File: src/rtl/reg_access_arb_pkg.sv
// reg_access_pkg: shared state encoding and default sizes for the register-access arbiter
package reg_access_pkg;
  localparam int NREQ_DEF = 2;
  localparam int AW_DEF = 8;
  localparam int DW_DEF = 32;
  localparam int TIMEOUT_DEF = 15;
  typedef enum logic [1:0] {IDLE, ACCESS, RESP} state_t;
endpackage

File: src/rtl/reg_access_arb_if.sv
// reg_access_if: requester handshake plus the shared register-access port
interface reg_access_if import reg_access_pkg::*; #(
  parameter int NREQ = NREQ_DEF,
  parameter int AW = AW_DEF,
  parameter int DW = DW_DEF
);
  logic [NREQ-1:0] req_valid;
  logic [NREQ-1:0] req_write;
  logic [NREQ*AW-1:0] req_addr;
  logic [NREQ*DW-1:0] req_wdata;
  logic [NREQ-1:0] req_ready;
  logic [NREQ-1:0] rsp_valid;
  logic [DW-1:0] rsp_rdata;
  logic rsp_err;
  logic cs;
  logic rd;
  logic wr;
  logic [AW-1:0] addr;
  logic [DW-1:0] wdata;
  logic ack;
  logic [DW-1:0] rdata;
  modport master (
    input req_valid, req_write, req_addr, req_wdata, ack, rdata,
    output req_ready, rsp_valid, rsp_rdata, rsp_err, cs, rd, wr, addr, wdata
  );
  modport slave (
    output req_valid, req_write, req_addr, req_wdata, ack, rdata,
    input req_ready, rsp_valid, rsp_rdata, rsp_err, cs, rd, wr, addr, wdata
  );
endinterface

File: src/rtl/reg_access_arb_rr.sv
// rr_arbiter: combinational round-robin pick starting the search at ptr
module rr_arbiter #(
  parameter int NREQ = 2
) (
  input  logic [NREQ-1:0] req,
  input  logic [$clog2(NREQ)-1:0] ptr,
  output logic [NREQ-1:0] grant,
  output logic [$clog2(NREQ)-1:0] idx
);
  localparam int IW = $clog2(NREQ);
  // scanning farthest-first lets the requester nearest to ptr overwrite the others
  always_comb begin
    idx = '0;
    for (int k = NREQ - 1; k >= 0; k--)
      if (req[(int'(ptr) + k) % NREQ]) idx = IW'((int'(ptr) + k) % NREQ);
    grant = |req ? NREQ'(1) << idx : '0;
  end
endmodule

File: src/rtl/reg_access_arb.sv
// reg_access_arb: round-robin sequencer sharing one register-access port among NREQ requesters
module reg_access_arb import reg_access_pkg::*; #(
  parameter int NREQ = NREQ_DEF,
  parameter int AW = AW_DEF,
  parameter int DW = DW_DEF,
  parameter int TIMEOUT = TIMEOUT_DEF
) (
  input logic clk,
  input logic rst_n,
  reg_access_if.master bus
);
  localparam int IW = $clog2(NREQ);
  state_t state, state_nxt;
  logic [IW-1:0] ptr, owner, idx;
  logic [NREQ-1:0] grant, rsp_valid_q;
  logic [7:0] cnt;
  logic accept, done, cs_q, rd_q, wr_q, rsp_err_q;
  logic [AW-1:0] addr_q;
  logic [DW-1:0] wdata_q, rsp_rdata_q;
  rr_arbiter #(.NREQ(NREQ)) u_rr (.req(bus.req_valid), .ptr(ptr), .grant(grant), .idx(idx));
  assign accept = state == IDLE && |bus.req_valid;
  // ack takes priority when it lands on the final allowed cycle
  assign done = state == ACCESS && (bus.ack || cnt == 8'(TIMEOUT - 1));
  assign bus.req_ready = state == IDLE ? grant : '0;
  always_ff @(posedge clk) begin
    if (!rst_n) state <= IDLE;
    else state <= state_nxt;
  end
  always_comb begin
    state_nxt = state == IDLE ? (accept ? ACCESS : IDLE) :
                state == ACCESS ? (done ? RESP : ACCESS) : IDLE;
  end
  always_ff @(posedge clk) begin
    if (!rst_n) begin
      ptr <= '0;
      owner <= '0;
      cnt <= '0;
      cs_q <= 1'b0;
      rd_q <= 1'b0;
      wr_q <= 1'b0;
      addr_q <= '0;
      wdata_q <= '0;
      rsp_valid_q <= '0;
      rsp_rdata_q <= '0;
      rsp_err_q <= 1'b0;
    end else begin
      rsp_valid_q <= '0;
      if (accept) begin
        owner <= idx;
        ptr <= idx == IW'(NREQ - 1) ? '0 : IW'(idx + 1'b1);
        cnt <= '0;
        cs_q <= 1'b1;
        rd_q <= ~bus.req_write[idx];
        wr_q <= bus.req_write[idx];
        addr_q <= bus.req_addr[idx*AW +: AW];
        wdata_q <= bus.req_wdata[idx*DW +: DW];
      end
      if (state == ACCESS) begin
        cnt <= done ? '0 : cnt + 8'd1;
        if (done) begin
          cs_q <= 1'b0;
          rd_q <= 1'b0;
          wr_q <= 1'b0;
          rsp_valid_q <= NREQ'(1) << owner;
          rsp_rdata_q <= bus.ack && rd_q ? bus.rdata : '0;
          rsp_err_q <= ~bus.ack;
        end
      end
    end
  end
  assign bus.cs = cs_q;
  assign bus.rd = rd_q;
  assign bus.wr = wr_q;
  assign bus.addr = addr_q;
  assign bus.wdata = wdata_q;
  assign bus.rsp_valid = rsp_valid_q;
  assign bus.rsp_rdata = rsp_rdata_q;
  assign bus.rsp_err = rsp_err_q;
endmodule

File: src/flat_wrapper.sv
// flat-port wrapper written by rule: the top's interface ports become plain ports
module reg_access_arb_flat import reg_access_pkg::*;
#(
  parameter int NREQ = NREQ_DEF,
  parameter int AW = AW_DEF,
  parameter int DW = DW_DEF,
  parameter int TIMEOUT = TIMEOUT_DEF
)
  (clk, rst_n, bus_req_valid, bus_req_write, bus_req_addr, bus_req_wdata, bus_ack, bus_rdata, bus_req_ready, bus_rsp_valid, bus_rsp_rdata, bus_rsp_err, bus_cs, bus_rd, bus_wr, bus_addr, bus_wdata);
  reg_access_if #(.NREQ(NREQ), .AW(AW), .DW(DW)) bus_i ();
  input logic clk;
  input logic rst_n;
  input wire logic [$bits(bus_i.req_valid)-1:0] bus_req_valid;
  input wire logic [$bits(bus_i.req_write)-1:0] bus_req_write;
  input wire logic [$bits(bus_i.req_addr)-1:0] bus_req_addr;
  input wire logic [$bits(bus_i.req_wdata)-1:0] bus_req_wdata;
  input wire logic [$bits(bus_i.ack)-1:0] bus_ack;
  input wire logic [$bits(bus_i.rdata)-1:0] bus_rdata;
  output wire logic [$bits(bus_i.req_ready)-1:0] bus_req_ready;
  output wire logic [$bits(bus_i.rsp_valid)-1:0] bus_rsp_valid;
  output wire logic [$bits(bus_i.rsp_rdata)-1:0] bus_rsp_rdata;
  output wire logic [$bits(bus_i.rsp_err)-1:0] bus_rsp_err;
  output wire logic [$bits(bus_i.cs)-1:0] bus_cs;
  output wire logic [$bits(bus_i.rd)-1:0] bus_rd;
  output wire logic [$bits(bus_i.wr)-1:0] bus_wr;
  output wire logic [$bits(bus_i.addr)-1:0] bus_addr;
  output wire logic [$bits(bus_i.wdata)-1:0] bus_wdata;
  assign bus_i.req_valid = bus_req_valid;
  assign bus_i.req_write = bus_req_write;
  assign bus_i.req_addr = bus_req_addr;
  assign bus_i.req_wdata = bus_req_wdata;
  assign bus_i.ack = bus_ack;
  assign bus_i.rdata = bus_rdata;
  assign bus_req_ready = bus_i.req_ready;
  assign bus_rsp_valid = bus_i.rsp_valid;
  assign bus_rsp_rdata = bus_i.rsp_rdata;
  assign bus_rsp_err = bus_i.rsp_err;
  assign bus_cs = bus_i.cs;
  assign bus_rd = bus_i.rd;
  assign bus_wr = bus_i.wr;
  assign bus_addr = bus_i.addr;
  assign bus_wdata = bus_i.wdata;
  reg_access_arb #(.NREQ(NREQ), .AW(AW), .DW(DW), .TIMEOUT(TIMEOUT)) u_core (.clk(clk), .rst_n(rst_n), .bus(bus_i));
endmodule
File: config.mk
export PLATFORM = sky130hd
export DESIGN_NAME = reg_access_arb_flat
export DESIGN_NICKNAME = d
export VERILOG_FILES = /design/src/rtl/reg_access_arb_pkg.sv /design/src/rtl/reg_access_arb_if.sv /design/src/rtl/reg_access_arb_rr.sv /design/src/rtl/reg_access_arb.sv /design/src/flat_wrapper.sv
export SDC_FILE = /design/constraint.sdc
export NUM_CORES = 1
export LEC_CHECK = 0
export BUFFER_PORTS_ARGS = -buffer_cell sky130_fd_sc_hd__buf_2
export CAP_MARGIN = 20
export CORE_MARGIN = 5
export CORE_UTILIZATION = 43
export DETAILED_ROUTE_END_ITERATION = 6
export PLACE_DENSITY = 0.84
export SKIP_LAST_GASP = 1
export SYNTH_ARGS = -nofsm -noshare
export SYNTH_HDL_FRONTEND = slang
export SYNTH_SLANG_ARGS = --single-unit
export TNS_END_PERCENT = 20
File: constraint.sdc
create_clock -name clk -period 2.3 [get_ports clk]
set_clock_uncertainty 0.15 [all_clocks]
set_input_delay 0.23 -clock clk [delete_from_list [all_inputs] [get_ports clk]]
set_output_delay 0.23 -clock clk [all_outputs]
set_load 0.01 [all_outputs]
**After elaboration in Yosys (flattened, before gate mapping)**

Cells that the tools add are included.

- Bits in registers: 90
- Word-level logic and storage cells: 65

- $add $sub $neg: 3
- Order comparisons: 3
- Equal/unequal tests: 2
- Shifts and indexed selects: 4
- Multiplexer cells: 29
- Bitwise operators: 3
- Reduce and logical (&&, ||, !) cells: 9

Operators with widths:

| kind | count |
|---|---|
| 64-bit by 7-bit indexed part select with 32-bit output | 1 |
| 32-bit 2-to-1 mux | 1 |
| 8-bit 2-to-1 mux | 3 |
| 1-bit 2-to-1 mux | 20 |
| 16-bit by 5-bit indexed part select with 8-bit output | 1 |
| 2-bit 2-to-1 mux | 5 |
| 8-bit by 1-bit adder with 8-bit output (second input constant) | 1 |
| 8-bit by 4-bit equality test with 1-bit output (second input constant) | 1 |
| 1-bit by 2-bit less-than comparator with 1-bit output (second input constant) | 2 |
| 1-bit by 1-bit left shift with 2-bit output (first input constant) | 2 |
| 1-bit logical AND | 3 |
| 2-bit by 3-bit less-than comparator with 1-bit output (second input constant) | 1 |
| 3-bit AND reduction | 1 |
| 1-bit adder (second input constant) | 2 |
| 2-bit by 1-bit equality test with 1-bit output (second input constant) | 1 |
| 2-bit logical NOT | 1 |
| 1-bit NOT | 2 |
| 2-bit AND reduction | 1 |
| 2-bit nonzero test | 1 |
| 2-bit OR reduction | 1 |
| 1-bit bitwise AND (first input constant) | 1 |
| 1-bit logical OR | 1 |

**Longest topological paths before layout**

- Depth in word-level cells: 13
- Gate-level depth with buffers: 7
- Mapped depth without buffers: 7

**Cells and area by module**

A second synthesis with hierarchy kept.

- Cells, all modules: 347
- Area total of the unflattened synthesis: 3689.8 um2

Modules (own cells, without submodules):

| module | instances | cells each | area each (um2) |
|---|---|---|---|
| reg_access_arb | 1 | 343 | 3663.5 |
| rr_arbiter | 1 | 4 | 26.3 |

**Worst setup path before layout**

Ideal clock, no wire load.

- Path type: flip-flop to flip-flop
- From: reg u_core.cnt[0]
- To: reg u_core.cnt[7]
- Arrival: 1.548 ns
- Data required time: 2.067 ns
- Path slack: 0.520 ns
- Cell stages (with the launch flop): 7
- Path buffers: 0
- Cells stage by stage: dfxtp_1 > inv_1 > ha_1 > and3_1 > a211o_1 > or3_1 > o221ai_1

- Longest elaborated chain between the ends: 5

Ends and longest elaborated chain:

| what | line | source |
|---|---|---|
| start, declared | reg_access_arb.sv:16 | `logic [7:0] cnt;` |
| start signal, assigned | reg_access_arb.sv:59 | `cnt <= done ? '0 : cnt + 8'd1;` |
| branches (longest 3 deep; another with 8-bit by 1-bit adder with 8-bit output) | n/a |  |
| 8-bit 2-to-1 mux * | reg_access_arb.sv:59 |  |
| 8-bit 2-to-1 mux * | reg_access_arb.sv:58 | `if (state == ACCESS) begin` |

Mark *: on every way between the ends.
A chain may end at the register's enable or synchronous reset.

**Worst setup path after layout**

- From: reg u_core.state[1]
- To: out bus_req_ready[0]

- Longest elaborated chain between the ends: 2

Ends and longest elaborated chain:

| what | line | source |
|---|---|---|
| start, declared | reg_access_arb.sv:13 | `state_t state, state_nxt;` |
| start signal, assigned | reg_access_arb.sv:27 | `else state <= state_nxt;` |
| 2-bit logical NOT | reg_access_arb.sv:24 | `assign bus.req_ready = state == IDLE ? grant : '0;` |
| 2-bit 2-to-1 mux | reg_access_arb.sv:24 |  |
| end, declared | flat_wrapper.sv:19 | `output wire logic [$bits(bus_i.req_ready)-1:0] bus_req_ready;` |

No other way between the ends.

==> flow_summary.json <==
{
  "status": "finished, violations left",
  "violations": "design-rule violations",
  "ys.flop_type": "dfxtp_1",
  "synthTopCellsByArea": "dfxtp_1 54%, a222oi_1 12%, a22o_1 8.4%",
  "peakVddDrop_mv": 0.398,
  "tritoncts": "built",
  "grt_max_degree": 43,
  "finalHoldViolCount": 0,
  "start_util_pct": 43.7,
  "viasPerCell": 5.43,
  "cpMaxStageDelayCell": "dfxtp_1",
  "cts_root_buf": "clkbuf_8",
  "hold_path.class": "primary input to flip-flop",
  "cts_max_level": 3,
  "powerDensity_nw_per_um2": 705,
  "p_leak_nw": 2.39,
  "final_cells": 627,
  "syn_avg_cell_area_um2": 11.1,
  "post-route-min-period_ns": 2.05,
  "endpoint_kind": "output port",
  "cts_buffers": 9,
  "clock.fmax_ghz": 0.487,
  "post-dp-hpwl_um": 7190,
  "vias": 3405,
  "clock_latency_ns": 0.34,
  "worstPathMaxFanout": 22,
  "synthCells": 298,
  "grt_overflow": 0,
  "rsz0062_at_grt": "false",
  "grt_pass1_vias": 3493,
  "tightest_slew_ns": 0.530,
  "firstDrtPassIters": 7,
  "die_w_um": 97.9,
  "startpoint_type": "flip-flop",
  "slew_headroom_pct": 64.5,
  "die_area_um2": 9580,
  "drt-wirelength-per-cell_um": 16.9,
  "grt_pass1_wl_um": 16700,
  "gp_congestion": 0.836,
  "tns_ns": 0,
  "cp_data_required_time_ns": 1.92,
  "arrival_ns": 1.67,
  "drv_cap": 0,
  "num-nets-final": 641,
  "grt_use_total_pct": 21.4,
  "synthArstFlopShare_pct": 0,
  "synth_cell_type_count": 37,
  "clockBufferDepth": 2,
  "final_layout_size_suffix_gt1_share_pct": 43.4,
  "ioPinCount": 199,
  "wl_um": 10600,
  "period_share_pct": 89.3,
  "ys_ff_latch": 90,
  "antenna_left": 0,
  "row_count": 32,
  "antenna_found_initial": 0,
  "area_growth_pct": 49.6,
  "drt_iter0_drc": 286,
  "synthesis.area_um2": 3320,
  "core_um2": 7610,
  "drc": 18,
  "antenna_cells": 0,
  "final_cell_area_um2": 4970,
  "place_area_um2": 4400,
  "cts_sinks": 90,
  "post_cts_buffers": 0,
  "io_buffers": 198,
  "cp_cell_sequence": "nor2_2, nand3_1, inv_4, buf_12, buf_2",
  "path_class": "flip-flop to output port",
  "cpPeakStageDelay_ns": 0.37,
  "die_h_um": 97.9,
  "slew_viol_final": 0,
  "syn_nets": 419,
  "synth_top_cell_area_share_pct": 54.2,
  "clkSlewWorstSetupHoldPaths_ns": 0.08,
  "synth_top_area_cell": "dfxtp_1",
  "dp_cells": 578,
  "ys_seq_area_share_pct": 54.2,
  "synth-edff-count": 0,
  "ys_warn_count": 0,
  "setup_viol": 0
}
==> report_power, final <==
| group | internal (mW) | switching [mW] |
|---|---|---|
| clock network | 0.677 | 0.551 |
| registers | 1.64 | 0.0494 |
| logic | 0.295 | 0.291 |
==> worst paths after layout <==
kind                     start              endpoint  slack (ns)  cells past startpoint
min reg2reg      u_core.bus.cs         u_core.bus.cs        0.31                      2
min          bus_req_wdata[62]  u_core.bus.wdata[30]        0.02                      3
max            u_core.state[1]      bus_req_ready[0]        0.25                      5
max reg2reg      u_core.cnt[0]         u_core.bus.wr        0.34                      6
==> cell families (layout without fill, tap and decap cells) <==
group / count (synthesis) / count (layout) / share of synthesized area (%)
DFF: 90 / 90 / 54.2
AOI/OAI and AO/OA: 88 / 88 / 23.9
and+or+nand+nor: 83 / 83 / 15.3
buffers and inverters: 30 / 257 / 4.52
xor gates and xnor gates: 5 / 5 / 1.32
adders and majority gates: 2 / 2 / 0.753
==> layout by cell type, fill, tap and decap left out, types with 2 or more instances in the layout <==
cell / count
buf_2: 198
dfxtp_1: 90
nor2b_1: 43
a222oi_1: 40
dlygate4sd3_1: 33
a22o_1: 32
clkbuf_8: 11
and3_1: 6
nand2_1: 5
nor2_1: 5
xor2_1: 5
and2_1: 4
nand3_1: 3
inv_1: 3
nand2b_1: 3
nor3_1: 3
buf_12: 3
nor2_2: 2
nand3b_1: 2
o21ai_0: 2
o21ai_1: 2
a21oi_1: 2
a21boi_1: 2
ha_1: 2
bufinv_16: 2
buf_4: 2
==> routing by layer <==
metal | global-route usage (%) | up-vias | part of all wire (%)
met1 | 23.1 | 1656 | 37
met4 | 9.90 | 0 | 2.7
met3 | 4.36 | 22 | 6.0
met5 | 0 | - | 0
li1 | - | 1587 | -
met2 | 39.6 | 140 | 54
==> worst max-delay path: cells and delay by family (launching register included) <==
kind,cells,cell delay (ns)
buffers and inverters,3,0.58
and+or+nand+nor,2,0.38
DFF,1,0.37
==> flip-flops by register name (all words and copies together) (netlist names) <==
register and count:
u_core.bus.cs 1, u_core.bus.rsp_rdata 32, u_core.state 2, u_core.bus.rd 1, u_core.ptr 1, u_core.bus.addr 8, u_core.bus.wr 1, u_core.cnt 8
u_core.bus.rsp_valid 2, u_core.bus.rsp_err 1, u_core.bus.wdata 32, u_core.owner 1
==> cells in the mapped netlist (2+ instances only) <==
cell / count
nor2_1: 7
nand2b_1: 3
nor3_1: 3
clkbuf_1: 15
nand3b_1: 2
dfxtp_1: 90
o21ai_1: 3
nand2_1: 5
ha_1: 2
buf_2: 6
inv_2: 2
and2_1: 4
and3_1: 6
a21boi_1: 2
a222oi_1: 40
buf_6: 4
o21ai_0: 2
nor2b_1: 43
a21oi_1: 2
xor2_1: 5
inv_1: 3
a22o_1: 32
nand3_1: 3
==> what timing repair did <==
item	CTS	global route
endpoints found under the hold margin	33	0
setup endpoints to repair	0	1
resized for setup	0	3
hold buffers	33	0
==> final cells by class <==
| cell class | instances | area [um^2] |
|---|---|---|
| clock buffers | 11 | 151 |
| clock inverters | 5 | 85.1 |
| fillers | 606 | 2640 |
| inverters | 5 | 21.3 |
| multi-input cells | 178 | 1390 |
| flip-flops and latches | 90 | 1800 |
| well taps | 102 | 128 |
| repair buffers | 236 | 1400 |
==> through the flow <==
stage	setup WS (ns)	utilization, %	power, mW	hold WS [ns]
after global placement	0.473	57.8	2.24	0.282
after detailed placement	0.387	57.8	2.26	0.285
final	0.246	65.3	3.50	0.0159
after CTS	0.0939	65.3	3.52	0.00538
after floorplan	0.520	-	2.00	0.168
after global routing	0.102	65.3	3.66	0.0132
Power figures use the tool's default switching activity.
